## config.mk

```make
export PLATFORM = sky130hd
export DESIGN_NAME = compressor_tree_pipe_flat
export DESIGN_NICKNAME = d
export VERILOG_FILES = /design/src/rtl/compressor_tree_pipe_if.sv /design/src/rtl/compressor_tree_pipe.sv /design/src/flat_wrapper.sv
export SDC_FILE = /design/constraint.sdc
export NUM_CORES = 1
export LEC_CHECK = 0
export CAP_MARGIN = 20
export CORE_ASPECT_RATIO = 1.4
export CORE_MARGIN = 1.5
export CORE_UTILIZATION = 45
export CTS_BUF_LIST = sky130_fd_sc_hd__clkbuf_4 sky130_fd_sc_hd__clkbuf_8
export CTS_CLUSTER_DIAMETER = 50
export DETAILED_ROUTE_END_ITERATION = 12
export GPL_ROUTABILITY_DRIVEN = 0
export PLACE_DENSITY = 0.78
export SYNTH_ARGS = -nofsm -noshare
export SYNTH_HDL_FRONTEND = slang
export SYNTH_SLANG_ARGS = --single-unit
```

## constraint.sdc

```tcl
create_clock -name clk -period 7.11 [get_ports clk]
set_input_delay 0.711 -clock clk [delete_from_list [all_inputs] [get_ports clk]]
set_output_delay 0.711 -clock clk [all_outputs]
set_load 0.05 [all_outputs]
```

## src/rtl/compressor_tree_pipe_if.sv

```systemverilog
// Valid/ready bundle for compressor_tree_pipe: packed operands in, carry-save (or summed) result out.
interface compressor_tree_pipe_if #(
    parameter int WIDTH   = 16,
    parameter int NUM_OPS = 8
);
    localparam int OW = WIDTH + $clog2(NUM_OPS);

    logic [NUM_OPS*WIDTH-1:0] in_ops;
    logic                     in_valid;
    logic                     in_ready;
    logic [OW-1:0]            out_sum;
    logic [OW-1:0]            out_carry;
    logic                     out_valid;
    logic                     out_ready;

    modport master (
        output in_ops, in_valid, out_ready,
        input  in_ready, out_sum, out_carry, out_valid
    );

    modport slave (
        input  in_ops, in_valid, out_ready,
        output in_ready, out_sum, out_carry, out_valid
    );
endinterface

```

## src/rtl/compressor_tree_pipe.sv

```systemverilog
// Pipelined 4:2 carry-save reduction tree, one register bank per layer, full valid/ready backpressure.
// Define COMPRESSOR_TREE_FINAL_ADD_EN to append a registered carry-propagate add (out_carry tied to 0).
module compressor_tree_pipe #(
    parameter int WIDTH   = 16,
    parameter int NUM_OPS = 8
) (
    input logic                   clk,
    input logic                   rst,
    compressor_tree_pipe_if.slave bus
);
    localparam int OW = WIDTH + $clog2(NUM_OPS);
    localparam int L  = $clog2(NUM_OPS) - 1;

    // Row of 4:2 cells; returns {carry shifted to its weight, sum}. Carries out of bit OW-1 are dropped.
    function automatic logic [1:0][OW-1:0] compress42(input logic [OW-1:0] a, b, c, d);
        logic [OW-1:0] s;
        logic [OW-1:0] cs;
        logic          t;
        logic          ci;
        logic          co;
        logic          cm;
        ci = 1'b0;
        cm = 1'b0;
        for (int i = 0; i < OW; i++) begin
            cs[i] = cm;
            t     = a[i] ^ b[i] ^ c[i];
            co    = (a[i] & b[i]) | (a[i] & c[i]) | (b[i] & c[i]);
            s[i]  = t ^ d[i] ^ ci;
            cm    = (t & d[i]) | (t & ci) | (d[i] & ci);
            ci    = co;
        end
        return {cs, s};
    endfunction

    logic [L-1:0] v;
    logic [L-1:0] rdy;
    logic         ds_ready;

    for (genvar j = 0; j < L; j++) begin : g_layer
        localparam int M_IN  = NUM_OPS >> j;
        localparam int M_OUT = M_IN / 2;

        logic [M_IN-1:0][OW-1:0]  d_in;
        logic [M_OUT-1:0][OW-1:0] d_next;
        logic [M_OUT-1:0][OW-1:0] q;
        logic                     up_valid;
        logic                     v_q;

        if (j == 0) begin : g_src
            for (genvar k = 0; k < NUM_OPS; k++) begin : g_ext
                assign d_in[k] = OW'(bus.in_ops[k*WIDTH +: WIDTH]);
            end
            assign up_valid = bus.in_valid;
        end else begin : g_src
            assign d_in     = g_layer[j-1].q;
            assign up_valid = v[j-1];
        end

        // A stage may load whenever any stage from here to the output is empty or the sink takes data.
        assign rdy[j] = ds_ready | ~(&v[L-1:j]);

        always_comb begin
            // NOTE: default every always_comb output first so no path can infer a latch.
            d_next = '0;
            for (int g = 0; g < M_IN / 4; g++) begin
                {d_next[2*g+1], d_next[2*g]} =
                    compress42(d_in[4*g], d_in[4*g+1], d_in[4*g+2], d_in[4*g+3]);
            end
        end

        // NOTE: sequential state uses non-blocking assignments so every stage samples pre-edge values.
        always_ff @(posedge clk or posedge rst) begin
            if (rst) begin
                v_q <= 1'b0;
                // NOTE: data registers are reset too, so outputs read zero throughout reset.
                q   <= '0;
            end else if (rdy[j]) begin
                v_q <= up_valid;
                q   <= d_next;
            end
        end

        assign v[j] = v_q;
    end

`ifdef COMPRESSOR_TREE_FINAL_ADD_EN
    logic          fin_v;
    logic [OW-1:0] fin_q;

    assign ds_ready = bus.out_ready | ~fin_v;

    always_ff @(posedge clk or posedge rst) begin
        if (rst) begin
            fin_v <= 1'b0;
            fin_q <= '0;
        end else if (ds_ready) begin
            fin_v <= v[L-1];
            fin_q <= g_layer[L-1].q[0] + g_layer[L-1].q[1];
        end
    end

    assign bus.out_valid = fin_v;
    assign bus.out_sum   = fin_q;
    assign bus.out_carry = '0;
`else
    assign ds_ready      = bus.out_ready;
    assign bus.out_valid = v[L-1];
    assign bus.out_sum   = g_layer[L-1].q[0];
    assign bus.out_carry = g_layer[L-1].q[1];
`endif

    assign bus.in_ready = rdy[0];
endmodule

```

## src/flat_wrapper.sv

```systemverilog
// flat-port wrapper written by rule: the top's interface ports become plain ports
module compressor_tree_pipe_flat 
#(
    parameter int WIDTH   = 16,
    parameter int NUM_OPS = 8
)
  (clk, rst, bus_in_ops, bus_in_valid, bus_out_ready, bus_in_ready, bus_out_sum, bus_out_carry, bus_out_valid);
  compressor_tree_pipe_if #(.WIDTH(WIDTH), .NUM_OPS(NUM_OPS)) bus_i ();
  input logic clk;
  input logic rst;
  input wire logic [$bits(bus_i.in_ops)-1:0] bus_in_ops;
  input wire logic [$bits(bus_i.in_valid)-1:0] bus_in_valid;
  input wire logic [$bits(bus_i.out_ready)-1:0] bus_out_ready;
  output wire logic [$bits(bus_i.in_ready)-1:0] bus_in_ready;
  output wire logic [$bits(bus_i.out_sum)-1:0] bus_out_sum;
  output wire logic [$bits(bus_i.out_carry)-1:0] bus_out_carry;
  output wire logic [$bits(bus_i.out_valid)-1:0] bus_out_valid;
  assign bus_i.in_ops = bus_in_ops;
  assign bus_i.in_valid = bus_in_valid;
  assign bus_i.out_ready = bus_out_ready;
  assign bus_in_ready = bus_i.in_ready;
  assign bus_out_sum = bus_i.out_sum;
  assign bus_out_carry = bus_i.out_carry;
  assign bus_out_valid = bus_i.out_valid;
  compressor_tree_pipe #(.WIDTH(WIDTH), .NUM_OPS(NUM_OPS)) u_core (.clk(clk), .rst(rst), .bus(bus_i));
endmodule
```

==> reports/qor.yml <==
global_route:
  grt_pass1_vias: 3912
  grt_pass1_wl_um: 19100
  met3_usage: 0.0308
  met1_usage: 0.204
  grt_overflow: 0
  track_usage: 0.182
  grt_antenna_before_repair: 0
  grt_max_degree: 66
  use_met2: 0.346
  grt.busiest_layer: "met2"
synth:
  yosysWarnings: 0
  synth_edf_count: 0
  synth_top_area_cell: "dfrtp_1"
  yosysTopAreaCellShare: 0.435
  synth-async-reset-ratio: 1.00
  yosys-top-cells-count: "dfrtp_1, fa_1, mux2_2"
  ys_types: 15
  avgSynthCellArea_sq_um: 17.6
  synthCells: 333
  seq_area_frac_synth: 0.435
  synth_most_common_cell: "dfrtp_1"
  synth_flop_cell: "dfrtp_1"
  synth_area_sq_mm: 0.00587
  synth_area_leaders: "dfrtp_1, fa_1, mux2_2, mux2_4, buf_6"
  ys_ff_latch: 102
sta:
  min_period_ns: 3.39
  rsz0062_at_grt: "false"
  layout_setup_ws_ns: 3.72
  setup_viol: 0
  hold_viol: 0
  fin_crit_sh: 0.476
  drv_slew: 0
  tightest_slew_ns: 1.02
  relSlewSlack: 0.318
  fmax_mhz: 295
  fin_setup_tns_ns: 0
  fin_skew_ns: 0.0146
pwr:
  irDropWorstVdd_mv: 0.184
  p_leak_nw: 3.26
  power_density_mw_per_mm2: 330
  finalPower_mw: 2.58
setup_path:
  cp_max_fo: 36
  crit_required_ns: 6.40
  ff2ff_path_depth: 3
  worstPathArrival_ns: 2.67
  r2r_setup_slack_ns: 5.15
  critPathKind: "input port to output port"
  worst_setup_path_end_kind: "output port"
  worst_setup_path_start_kind: "input port"
final_layout:
  nets: 730
  synthToLayoutAreaGrowth_pct: 33.5
  antennaDiodeCount: 0
  multiInputGateArea_sq_mm: 0.00316
  drive_gt1_frac: 0.233
  seqCellArea_sq_mm: 0.00255
  fill_cells: 991
place:
  pre_cts_slack_ns: 3.72
  portBuffers: 167
  dp_hpwl_um: 9280
route:
  drtPass1Iterations: 4
  wl_um: 11500
  drc: 0
  drt-vias-per-instance: 4.95
  final_antenna_net_count: 0
  route.vias.total: 3260
  initialDrtViolationCount: 44
  routedWlPerCell_um: 17.4
cts:
  cts.repair.resized: 0
  cts_buffers: 9
  clock_path_buffers: 2
  clock-sinks: 102
  cts_tree: "done"
  holdBufCountCts: 0
  path_clk_slew_ns: 0.08
  clock-root-buffer: "clkbuf_8"
  cts_setup_buffers: 0
  htreeDepth: 3
  clkLatencyLatePin_ns: 0.36
floorplan:
  core-area_sq_mm: 0.0128
  std_cell_rows: 49
  die_height_um: 138
  ioPinCount: 172
  initial_utilization: 0.458
  dieWidth_um: 99.5
  die_area_sq_mm: 0.0137
hold_path:
  hold_class: "flip-flop to flip-flop"
  hold_depth: 1
run:
  max-cap-violations: 0
status:
  status: "completed"
per-layer routing:
layer  part of all wire  vias to the layer above
met2               0.58                      103
met1               0.36                     1724
met4              0.017                        0
met5                  0                        -
li1                   -                     1421
met3              0.043                       12
report_power, final:
group | internal [mW] | total (mW) | switching (mW) | leakage [nW]
sequential | 0.779 | 0.908 | 0.129 | 1.19
clock | 0.174 | 0.362 | 0.188 | 0.101
combinational | 0.611 | 1.31 | 0.702 | 1.97
flip-flops by register name, summed over array words and instances, names as in the netlist:
signal and cells:
u_core.bus.out_carry 16, u_core.bus.out_sum 18, u_core.bus.out_valid 1, u_core.g_layer.q 66, u_core.g_layer.v_q 1
layout by cell type (no fill, tap or decap), drive strengths merged, types with 2 or more instances in the layout:
cell and instances:
ha 3, dfrtp 102, buf 2, fa 94
clkbuf 12, clkdlybuf4s50 167, mux2 97, inv 13
mux2i 2, conb 4, nand2b 3, clkinv 2
critical path: stages:
cell and delay [ns]:
clkdlybuf4s50_1 0.49, nand3b_4 0.48, clkdlybuf4s50_1 0.95
final timing paths:
path	from	end
max	bus_out_ready	bus_in_ready
max reg2reg	u_core.bus.out_valid	u_core.g_layer[0].q[71]
min in group asynchronous	rst	u_core.g_layer[0].q[29]
min	u_core.bus.out_carry[2]	u_core.bus.out_carry[2]
max in group asynchronous	rst	u_core.g_layer[0].q[44]
min reg2reg	u_core.bus.out_carry[2]	u_core.bus.out_carry[2]
stage by stage:
stage	instance area (sq um)	hold WS (ns)	std cells	utilization
4_1_cts	7840	0.519	659	0.612
6_report	7840	0.511	659	0.612
2_1_floorplan	5880	0.482	336	-
5_1_grt	7840	0.531	659	0.612
3_5_place_dp	7640	0.497	643	0.596
3_3_place_gp	7640	0.490	643	0.596
area by class of cell:
type / instances / area share
Sequential cell: 102 / 0.326
Clock buffer: 12 / 0.0187
Clock inverter: 4 / 0.00607
Timing Repair Buffer: 169 / 0.215
Inverter: 13 / 0.00655
Multi-Input combinational cell: 206 / 0.403
Tap cell: 153 / 0.0244
cell families (layout without fill, tap and decap cells):
kind of cell / count (synthesis) / count (layout) / share of synthesized area
muxes: 99 / 99 / 0.200
AOI/OAI and AO/OA: 1 / 1 / 0.000852
adders and majority gates: 97 / 97 / 0.327
other: 1 / 4 / 0.000639
DFF: 102 / 102 / 0.435
and+or+nand+nor: 5 / 5 / 0.00789
buffers and inverters: 28 / 198 / 0.0292
No activity file was read; power rests on OpenSTA's default activity.
